$ cat config.mk
export PLATFORM = sky130hd
export DESIGN_NAME = gs_shift_sequencer
export DESIGN_NICKNAME = d
export VERILOG_FILES = /design/src/rtl/gs_shift_sequencer.sv
export SDC_FILE = /design/constraint.sdc
export NUM_CORES = 1
export LEC_CHECK = 0
export BUFFER_PORTS_ARGS = -buffer_cell sky130_fd_sc_hd__buf_2
export CAP_MARGIN = 20
export CORE_MARGIN = 2
export CORE_UTILIZATION = 59
export CTS_BUF_LIST = sky130_fd_sc_hd__clkbuf_4 sky130_fd_sc_hd__clkbuf_8
export CTS_CLUSTER_DIAMETER = 150
export DETAILED_ROUTE_END_ITERATION = 7
export PLACE_DENSITY_LB_ADDON = 0.3
export SLEW_MARGIN = 20
export SYNTH_ARGS = -nofsm -noshare
export SYNTH_HDL_FRONTEND = slang
export SYNTH_SLANG_ARGS = --single-unit
$ cat constraint.sdc
create_clock -name clk -period 2.07 [get_ports clk]
set_input_delay 0.414 -clock clk [delete_from_list [all_inputs] [get_ports clk]]
set_output_delay 0.414 -clock clk [all_outputs]
set_load 0.1 [all_outputs]
$ cat src/rtl/gs_shift_sequencer.sv
// gs_shift_sequencer: streams one grayscale frame from the pattern buffer
// into the LED driver chain. Each channel word is fetched from a 1-cycle
// synchronous RAM, shifted out MSB-first on serial/sclk, highest channel
// first, and the frame is closed with a lat pulse followed by a done pulse.
module gs_shift_sequencer #(
   parameter int CHANNELS  = 16,
   parameter int GS_BITS   = 12,
   parameter int SCLK_DIV  = 2,
   parameter int LAT_TICKS = 3,
   parameter int AW        = 4
) (
   input  logic               clk,
   input  logic               reset,
   input  logic               start,
   output logic               busy,
   output logic               done,
   output logic [AW-1:0]      rd_addr,
   input  logic [GS_BITS-1:0] rd_data,
   output logic               serial,
   output logic               sclk,
   output logic               lat
);

   // Counter widths leave one spare bit so the terminal value never wraps.
   localparam int PH_W  = $clog2(SCLK_DIV) + 1;
   localparam int BIT_W = $clog2(GS_BITS) + 1;
   localparam int LAT_W = $clog2(LAT_TICKS) + 1;

   localparam logic [PH_W-1:0]  PH_LAST  = PH_W'(SCLK_DIV - 1);
   localparam logic [BIT_W-1:0] BIT_LAST = BIT_W'(GS_BITS - 1);
   localparam logic [LAT_W-1:0] LAT_LAST = LAT_W'(LAT_TICKS - 1);
   localparam logic [AW-1:0]    ADDR_TOP = AW'(CHANNELS - 1);

   // Reject parameter sets the counters and address register cannot hold.
   if (CHANNELS < 1)  begin : g_bad_channels  $error("CHANNELS must be >= 1");  end
   if (GS_BITS < 1)   begin : g_bad_gs_bits   $error("GS_BITS must be >= 1");   end
   if (SCLK_DIV < 1)  begin : g_bad_sclk_div  $error("SCLK_DIV must be >= 1");  end
   if (LAT_TICKS < 1) begin : g_bad_lat_ticks $error("LAT_TICKS must be >= 1"); end
   if (AW < 1 || AW < $clog2(CHANNELS)) begin : g_bad_aw
      $error("AW too narrow for CHANNELS");
   end

   typedef enum logic [2:0] {
      IDLE,
      FETCH,
      SHIFT,
      LATCH,
      DONE
   } state_t;

   state_t             state_q, state_d;
   logic               busy_q, busy_d;
   logic               done_q, done_d;
   logic [AW-1:0]      rd_addr_q, rd_addr_d;
   logic               serial_q, serial_d;
   logic               sclk_q, sclk_d;
   logic               lat_q, lat_d;
   logic [GS_BITS-1:0] shreg_q, shreg_d;
   logic               fetch_cnt_q, fetch_cnt_d;
   logic [BIT_W-1:0]   bit_cnt_q, bit_cnt_d;
   logic [PH_W-1:0]    phase_cnt_q, phase_cnt_d;
   logic [LAT_W-1:0]   lat_cnt_q, lat_cnt_d;

   // Shift register advanced by one bit; its MSB is the next bit to present.
   logic [GS_BITS-1:0] shreg_next;
   assign shreg_next = shreg_q << 1;

   // State register and all output/counter registers, synchronous reset.
   always_ff @(posedge clk) begin
      // NOTE: sequential state uses non-blocking assignments so every register
      // samples the pre-edge values computed by the combinational block.
      if (reset) begin
         state_q     <= IDLE;
         busy_q      <= 1'b0;
         done_q      <= 1'b0;
         rd_addr_q   <= '0;
         serial_q    <= 1'b0;
         sclk_q      <= 1'b0;
         lat_q       <= 1'b0;
         shreg_q     <= '0;
         fetch_cnt_q <= 1'b0;
         bit_cnt_q   <= '0;
         phase_cnt_q <= '0;
         lat_cnt_q   <= '0;
      end else begin
         state_q     <= state_d;
         busy_q      <= busy_d;
         done_q      <= done_d;
         rd_addr_q   <= rd_addr_d;
         serial_q    <= serial_d;
         sclk_q      <= sclk_d;
         lat_q       <= lat_d;
         shreg_q     <= shreg_d;
         fetch_cnt_q <= fetch_cnt_d;
         bit_cnt_q   <= bit_cnt_d;
         phase_cnt_q <= phase_cnt_d;
         lat_cnt_q   <= lat_cnt_d;
      end
   end

   // Next-state and next-output logic for the frame sequencer.
   always_comb begin
      // NOTE: every target gets its hold value first, so no path through the
      // case statement can leave a signal unassigned and infer a latch.
      state_d     = state_q;
      busy_d      = busy_q;
      done_d      = done_q;
      rd_addr_d   = rd_addr_q;
      serial_d    = serial_q;
      sclk_d      = sclk_q;
      lat_d       = lat_q;
      shreg_d     = shreg_q;
      fetch_cnt_d = fetch_cnt_q;
      bit_cnt_d   = bit_cnt_q;
      phase_cnt_d = phase_cnt_q;
      lat_cnt_d   = lat_cnt_q;

      unique case (state_q)
         IDLE: begin
            if (start) begin
               state_d     = FETCH;
               busy_d      = 1'b1;
               rd_addr_d   = ADDR_TOP;
               fetch_cnt_d = 1'b0;
            end
         end

         // Cycle 0 presents the address to the RAM, cycle 1 sees its data.
         FETCH: begin
            if (fetch_cnt_q) begin
               shreg_d     = rd_data;
               serial_d    = rd_data[GS_BITS-1];
               sclk_d      = 1'b0;
               bit_cnt_d   = '0;
               phase_cnt_d = '0;
               fetch_cnt_d = 1'b0;
               state_d     = SHIFT;
            end else begin
               fetch_cnt_d = 1'b1;
            end
         end

         // Each bit: SCLK_DIV cycles low, then SCLK_DIV cycles high. serial
         // moves only together with the falling sclk edge.
         SHIFT: begin
            if (phase_cnt_q == PH_LAST) begin
               phase_cnt_d = '0;
               if (!sclk_q) begin
                  sclk_d = 1'b1;
               end else if (bit_cnt_q == BIT_LAST) begin
                  sclk_d = 1'b0;
                  if (rd_addr_q == '0) begin
                     lat_d     = 1'b1;
                     lat_cnt_d = '0;
                     state_d   = LATCH;
                  end else begin
                     rd_addr_d   = rd_addr_q - 1'b1;
                     fetch_cnt_d = 1'b0;
                     state_d     = FETCH;
                  end
               end else begin
                  sclk_d    = 1'b0;
                  bit_cnt_d = bit_cnt_q + 1'b1;
                  shreg_d   = shreg_next;
                  serial_d  = shreg_next[GS_BITS-1];
               end
            end else begin
               phase_cnt_d = phase_cnt_q + 1'b1;
            end
         end

         LATCH: begin
            if (lat_cnt_q == LAT_LAST) begin
               lat_d   = 1'b0;
               done_d  = 1'b1;
               state_d = DONE;
            end else begin
               lat_cnt_d = lat_cnt_q + 1'b1;
            end
         end

         DONE: begin
            done_d  = 1'b0;
            busy_d  = 1'b0;
            state_d = IDLE;
         end

         default: begin
            state_d = IDLE;
         end
      endcase
   end

   assign busy    = busy_q;
   assign done    = done_q;
   assign rd_addr = rd_addr_q;
   assign serial  = serial_q;
   assign sclk    = sclk_q;
   assign lat     = lat_q;

endmodule
==> Word level (Yosys, flattened, before mapping) <==
Index checks and enable logic that the tools add are counted.
{ "op_classes": {"reduce_logical": 18, "eq_ne": 17, "add_sub_neg": 4, "mux": 59} }
{ "ops": {"columns": ["operator", "count"], "rows": [
  ["11-bit 2-to-1 mux", 4],
  ["3-bit 2-to-1 mux", 11],
  ["6-bit AND reduction", 5],
  ["11-bit one-hot mux with 2 select lines", 1],
  ["1-bit 2-to-1 mux", 20],
  ["4-bit 2-to-1 mux", 5],
  ["5-bit 2-to-1 mux", 4],
  ["2-bit != test (second input constant)", 10],
  ["3-bit one-hot mux with 4 select lines", 1],
  ["1-bit one-hot mux with 2 select lines", 5],
  ["5-bit one-hot mux with 2 select lines", 1],
  ["2-bit nonzero test", 5],
  ["3-bit by 2-bit equality test with 1-bit output (second input constant)", 3],
  ["4-bit one-hot mux with 2 select lines", 1],
  ["2-bit 2-to-1 mux", 3],
  ["3-bit one-hot mux with 2 select lines", 1],
  ["2-bit AND reduction", 3],
  ["5-bit by 1-bit adder with 5-bit output (second input constant)", 1],
  ["5-bit by 4-bit equality test with 1-bit output (second input constant)", 1],
  ["5-bit AND reduction", 1],
  ["4-bit logical NOT", 1],
  ["2-bit one-hot mux with 2 select lines", 1],
  ["4-bit by 1-bit subtractor with 4-bit output (second input constant)", 1],
  ["3-bit by 1-bit adder with 3-bit output (second input constant)", 1],
  ["other kinds (8)", 8]
]} }
{ "totals": {"elab_cells": 110, "reg_bits": 34, "inputBits": 15} }

==> Depth between registers and ports, before layout <==
{ "depth": {"word_depth": 6, "mapped_depth": 6} }

==> Worst setup path after synthesis <==
Ideal clock, no wire load.
{ "synth_path": {"kind": "reg2reg", "startpoint": "register rd_addr_q[0] (netlist: rd_addr[0])", "endpoint": "register state_q[1]", "slack_ns": -0.042, "arrival_time_ns": 1.978, "required_time_ns": 1.936, "stages_incl_launch_ff": 7, "n_path_buf": 0, "setup_time_ns": 0.134, "cell_sequence": "dfxtp_1 -> inv_1 -> ha_1 -> or3b_2 -> o21ai_0 -> a221oi_1 -> a211oi_1"} }
{ "synth_via": {"elab_chain_len": 6} }
{ "synth_lines": {"columns": ["element", "line", "rtl"], "rows": [
  ["from (decl)", "54", "logic [AW-1:0] rd_addr_q, rd_addr_d;"],
  ["from (signal assigned)", "89", "rd_addr_q <= rd_addr_d;"],
  ["4-bit logical NOT", "152", "if (rd_addr_q == '0) begin"],
  ["2-bit 2-to-1 mux", "152", null],
  ["3-bit 2-to-1 mux", "150", "end else if (bit_cnt_q == BIT_LAST) begin"],
  ["3-bit 2-to-1 mux", "148", "if (!sclk_q) begin"],
  ["3-bit 2-to-1 mux", "146", "if (phase_cnt_q == PH_LAST) begin"],
  ["3-bit one-hot mux with 4 select lines", "118", "unique case (state_q)"],
  ["to (signal assigned)", "86", "state_q <= state_d;"],
  ["to (decl)", "51", "state_t state_q, state_d;"]
]} }
No other way between the ends. The select of a mux whose other input is x is not followed.
A chain may end at the register's enable or synchronous reset.

==> Worst setup path after layout <==
{ "layout_path": {"startpoint": "register state_q[0]", "endpoint": "register bit_cnt_q[1]"} }
{ "layout_via": {"elab_chain_len": 3, "elab_cells_between_ends": 9, "classes_between": "eq/ne: 6; mux: 1; reduce/logical: 2"} }
{ "layout_lines": {"columns": ["element", "line", "rtl"], "rows": [
  ["3-bit by 2-bit equality test with 1-bit output / 3-bit by 1-bit equality test with 1-bit output (equally long branches)", "118", null],
  ["2-bit != test (no source line) / 2-bit nonzero test (equally long branches)", null, null],
  ["5-bit AND reduction (no source line)", null, null],
  ["to (signal assigned)", "95", "bit_cnt_q <= bit_cnt_d;"],
  ["to (decl)", "60", "logic [BIT_W-1:0] bit_cnt_q, bit_cnt_d;"]
]} }
Parallel ways exist; a longest one is shown, timed or not.

==> impl_metrics.sql <==
INSERT INTO impl_metrics (metric_group, metric, value, unit) VALUES
('status', 'outcome', 'completed', ''),
('setup_path', 'ff2ff_setup_slack', '220', 'ps'),
('pwr', 'seqPwrFrac', '0.381', ''),
('logic_synthesis', 'netlist_top_cells_count', 'sky130_fd_sc_hd__dfxtp_1 (34), sky130_fd_sc_hd__nand2_1 (32), sky130_fd_sc_hd__a21oi_1 (19), sky130_fd_sc_hd__a311oi_1 (14), sky130_fd_sc_hd__o21ai_0 (10)', ''),
('cts', 'clock_latency_of_the_later_clocked_register_in_the_worst_skew_pair', '340', 'ps'),
('setup_path', 'arrival', '2080', 'ps'),
('cts', 'clockBufferDepth', '2', ''),
('detailed_routing', 'drt_iter0_markers', '94', ''),
('sta', 'final-hold-violation-count', '0', ''),
('detailed_routing', 'avgViaCountPerCell', '6.58', ''),
('setup_path', 'worstReg2RegStart', 'state_q[0]', ''),
('grt', 'grt_start_max_net_pins', '24', ''),
('setup_path', 'criticalPathCategory', 'flip-flop to flip-flop', ''),
('sta', 'maxClockFrequency', '542', 'MHz'),
('sta', 'timing.final.max_slew_violations', '0', ''),
('setup_path', 'worstPathMaxFanout', '23', ''),
('sta', 'final_min_period_over_clock_period', '0.892', ''),
('sta', 'relSlewSlack', '0.679', ''),
('detailed_routing', 'routed_length_per_placed_instance', '15.4', 'um'),
('finish', 'finalInstanceArea', '1980', 'um2'),
('worst_hold_path', 'hold_path_startpoint', 'rd_data[10]', ''),
('detailed_routing', 'first_pass_iters', '4', ''),
('setup_path', 'cp-startpoint', 'state_q[0]', ''),
('cts', 'ctsRootBufferMaster', 'sky130_fd_sc_hd__clkbuf_4', ''),
('sta', 'grt_setup_unrepaired', 'false', ''),
('grt', 'grt_first_pass_wirelength', '6.97', 'mm'),
('logic_synthesis', 'yosys_most_used_dff', 'sky130_fd_sc_hd__dfxtp_1', ''),
('detailed_routing', 'post_route_wl', '4.10', 'mm'),
('worst_hold_path', 'worstHoldEndpoint', 'shreg_q[10]', ''),
('logic_synthesis', 'synthDominantAreaCellType', 'sky130_fd_sc_hd__dfxtp_1', ''),
('cts', 'cts_htree_levels', '2', ''),
('pwr', 'p_sw', '0.996', 'mW'),
('logic_synthesis', 'netlist-cell-type-count', '43', ''),
('pwr', 'power.leakage', '0.769', 'nW'),
('setup_path', 'r2r-end', 'bit_cnt_q[1]', ''),
('pwr', 'sw_frac_of_total', '0.422', ''),
('detailed_routing', 'total_number_of_vias', '1749', ''),
('floorplanning', 'effective_utilization_at_floorplan', '0.628', ''),
('worst_hold_path', 'timing.hold.worst.class', 'primary input to flip-flop', ''),
('finish', 'synthesis_to_finish_area_growth', '12.1', '%'),
('logic_synthesis', 'synth.cell_area', '1760', 'um2'),
('logic_synthesis', 'synth-seq-cells', '34', ''),
('floorplanning', 'die_y', '58.6', 'um'),
('logic_synthesis', 'synth_area_per_cell', '8.27', 'um2'),
('pwr', 'power_frac_clock', '0.215', ''),
('finish', 'number_of_nets_in_the_final_layout', '254', ''),
('placement', 'postPlaceCellArea', '1890', 'um2'),
('setup_path', 'cp-start-kind', 'flip-flop', ''),
('grt', 'grt_pass1_vias', '1611', ''),
('finish', 'layout-drive-gt1-share', '0.187', ''),
('cts', 'cts.repair.resized', '0', ''),
('detailed_routing', 'drc_errors', '0', ''),
('pwr', 'intPower', '1.36', 'mW'),
('logic_synthesis', 'synthesis.instances', '213', ''),
('cts', 'cts_made_buffers', '5', ''),
('floorplanning', 'ioPinCount', '24', ''),
('logic_synthesis', 'syn_nets', '232', ''),
('floorplanning', 'floorplan.core_area', '2810', 'um2'),
('sta', 'setup_skew_after_layout', '9.07', 'ps'),
('logic_synthesis', 'synth_largest_type_area_fraction', '0.386', ''),
('sta', 'setup-violations-final', '0', ''),
('finish', 'antenna_cells_inserted', '0', ''),
('logic_synthesis', 'fraction_of_registers_with_async_set_or_reset_after_synthesis', '0', ''),
('flow_run', 'max-cap-violations', '0', ''),
('grt', 'number_of_antenna_violations_at_the_first_check_in_global_routing', '0', ''),
('cts', 'setup_bufs_post_cts', '0', ''),
('logic_synthesis', 'post-synth-top-count-cell', 'sky130_fd_sc_hd__dfxtp_1', ''),
('logic_synthesis', 'area_contributors_post_synth', 'sky130_fd_sc_hd__dfxtp_1 (39%), sky130_fd_sc_hd__a311oi_1 (7.0%), sky130_fd_sc_hd__nand2_1 (6.8%)', ''),
('floorplanning', 'dieArea', '3440', 'um2'),
('setup_path', 'cp-end-kind', 'flip-flop', ''),
('setup_path', 'required', '2310', 'ps');
[power groups by stage]
stage	combinational (mW)	clock [mW]	sequential (mW)
2_1_floorplan	0.551	0	1.12
3_3_place_gp	0.911	0	0.897
3_5_place_dp	0.942	0	0.907
4_1_cts	0.946	0.508	0.894
5_1_grt	1.04	0.541	0.915
6_report	0.953	0.507	0.898
[cell usage in the layout (no fill, tap or decap), types with 3 or more instances in the layout]
cell type / count
sky130_fd_sc_hd__dfxtp_1: 33
sky130_fd_sc_hd__nand2_1: 32
sky130_fd_sc_hd__buf_2: 23
sky130_fd_sc_hd__a21oi_1: 19
sky130_fd_sc_hd__a311oi_1: 14
sky130_fd_sc_hd__o21ai_0: 10
sky130_fd_sc_hd__nor2_1: 8
sky130_fd_sc_hd__a31oi_1: 8
sky130_fd_sc_hd__inv_1: 7
sky130_fd_sc_hd__nor3_1: 7
sky130_fd_sc_hd__buf_4: 7
sky130_fd_sc_hd__nand3_1: 6
sky130_fd_sc_hd__a211oi_1: 5
sky130_fd_sc_hd__clkbuf_4: 5
sky130_fd_sc_hd__nand2b_1: 4
sky130_fd_sc_hd__ha_1: 4
sky130_fd_sc_hd__nand3b_1: 3
sky130_fd_sc_hd__nand4_1: 3
sky130_fd_sc_hd__or3_1: 3
[kinds of logic after synthesis]
| logic type | count (synthesis) | share of synthesized area |
|---|---|---|
| xor gates and xnor gates | 1 | 0.00497 |
| adders and majority gates | 4 | 0.0284 |
| and+or+nand+nor | 81 | 0.241 |
| DFF | 34 | 0.386 |
| muxes | 1 | 0.00568 |
| AOI/OAI and AO/OA | 70 | 0.273 |
| buffers and inverters | 22 | 0.0604 |
[critical path: stages (launching register included)]
cell	delay (ps)
sky130_fd_sc_hd__dfxtp_1	460
sky130_fd_sc_hd__or3b_4	570
sky130_fd_sc_hd__a21oi_4	200
sky130_fd_sc_hd__nor2_1	60
sky130_fd_sc_hd__buf_4	180
sky130_fd_sc_hd__a41o_1	260
[per-stage QoR]
stage	hold slack, ps	total power [mW]	setup slack, ps	cells	util
after global routing	334	2.49	102	266	0.704
final	327	2.36	224	266	0.704
after CTS	330	2.35	258	266	0.704
after detailed placement	473	1.85	280	259	0.675
after floorplan	450	1.67	17.5	213	-
after global placement	461	1.81	349	259	0.675
[flip-flops by register name, indices dropped and copies added, names as in the netlist]
register	flops
shreg_q	11
bit_cnt_q	5
rd_addr	4
lat_cnt_q	3
state_q	3
phase_cnt_q	2
busy	1
done	1
fetch_cnt_q	1
lat	1
sclk	1
serial	1
[layer usage]
layer  share of wire  global-route usage  vias up
met1            0.42               0.305      819
li1                -                   -      841
met4           0.023               0.117        0
met5               0                   0        -
met2            0.49               0.449       77
met3           0.063              0.0681       12
[how the worst max path moves through the flow]
| stage | end | slack [ps] |
|---|---|---|
| finish | bit_cnt_q[1] | 220 |
| global route | bit_cnt_q[0] | 100 |
| detailed placement | bit_cnt_q[1] | 280 |
| CTS | bit_cnt_q[0] | 260 |
| global placement | bit_cnt_q[1] | 350 |
| floorplan | bit_cnt_q[2] | 20 |
[final cells by class]
| type | instances | area [um2] |
|---|---|---|
| clock buffers | 6 | 51.3 |
| clock inverters | 1 | 30.0 |
| fillers | 225 | 830 |
| inverters | 7 | 26.3 |
| multi-input cells | 157 | 980 |
| flip-flops and latches | 34 | 682 |
| well taps | 31 | 38.8 |
| repair buffers | 30 | 168 |
(Power assumes the default switching activity.)
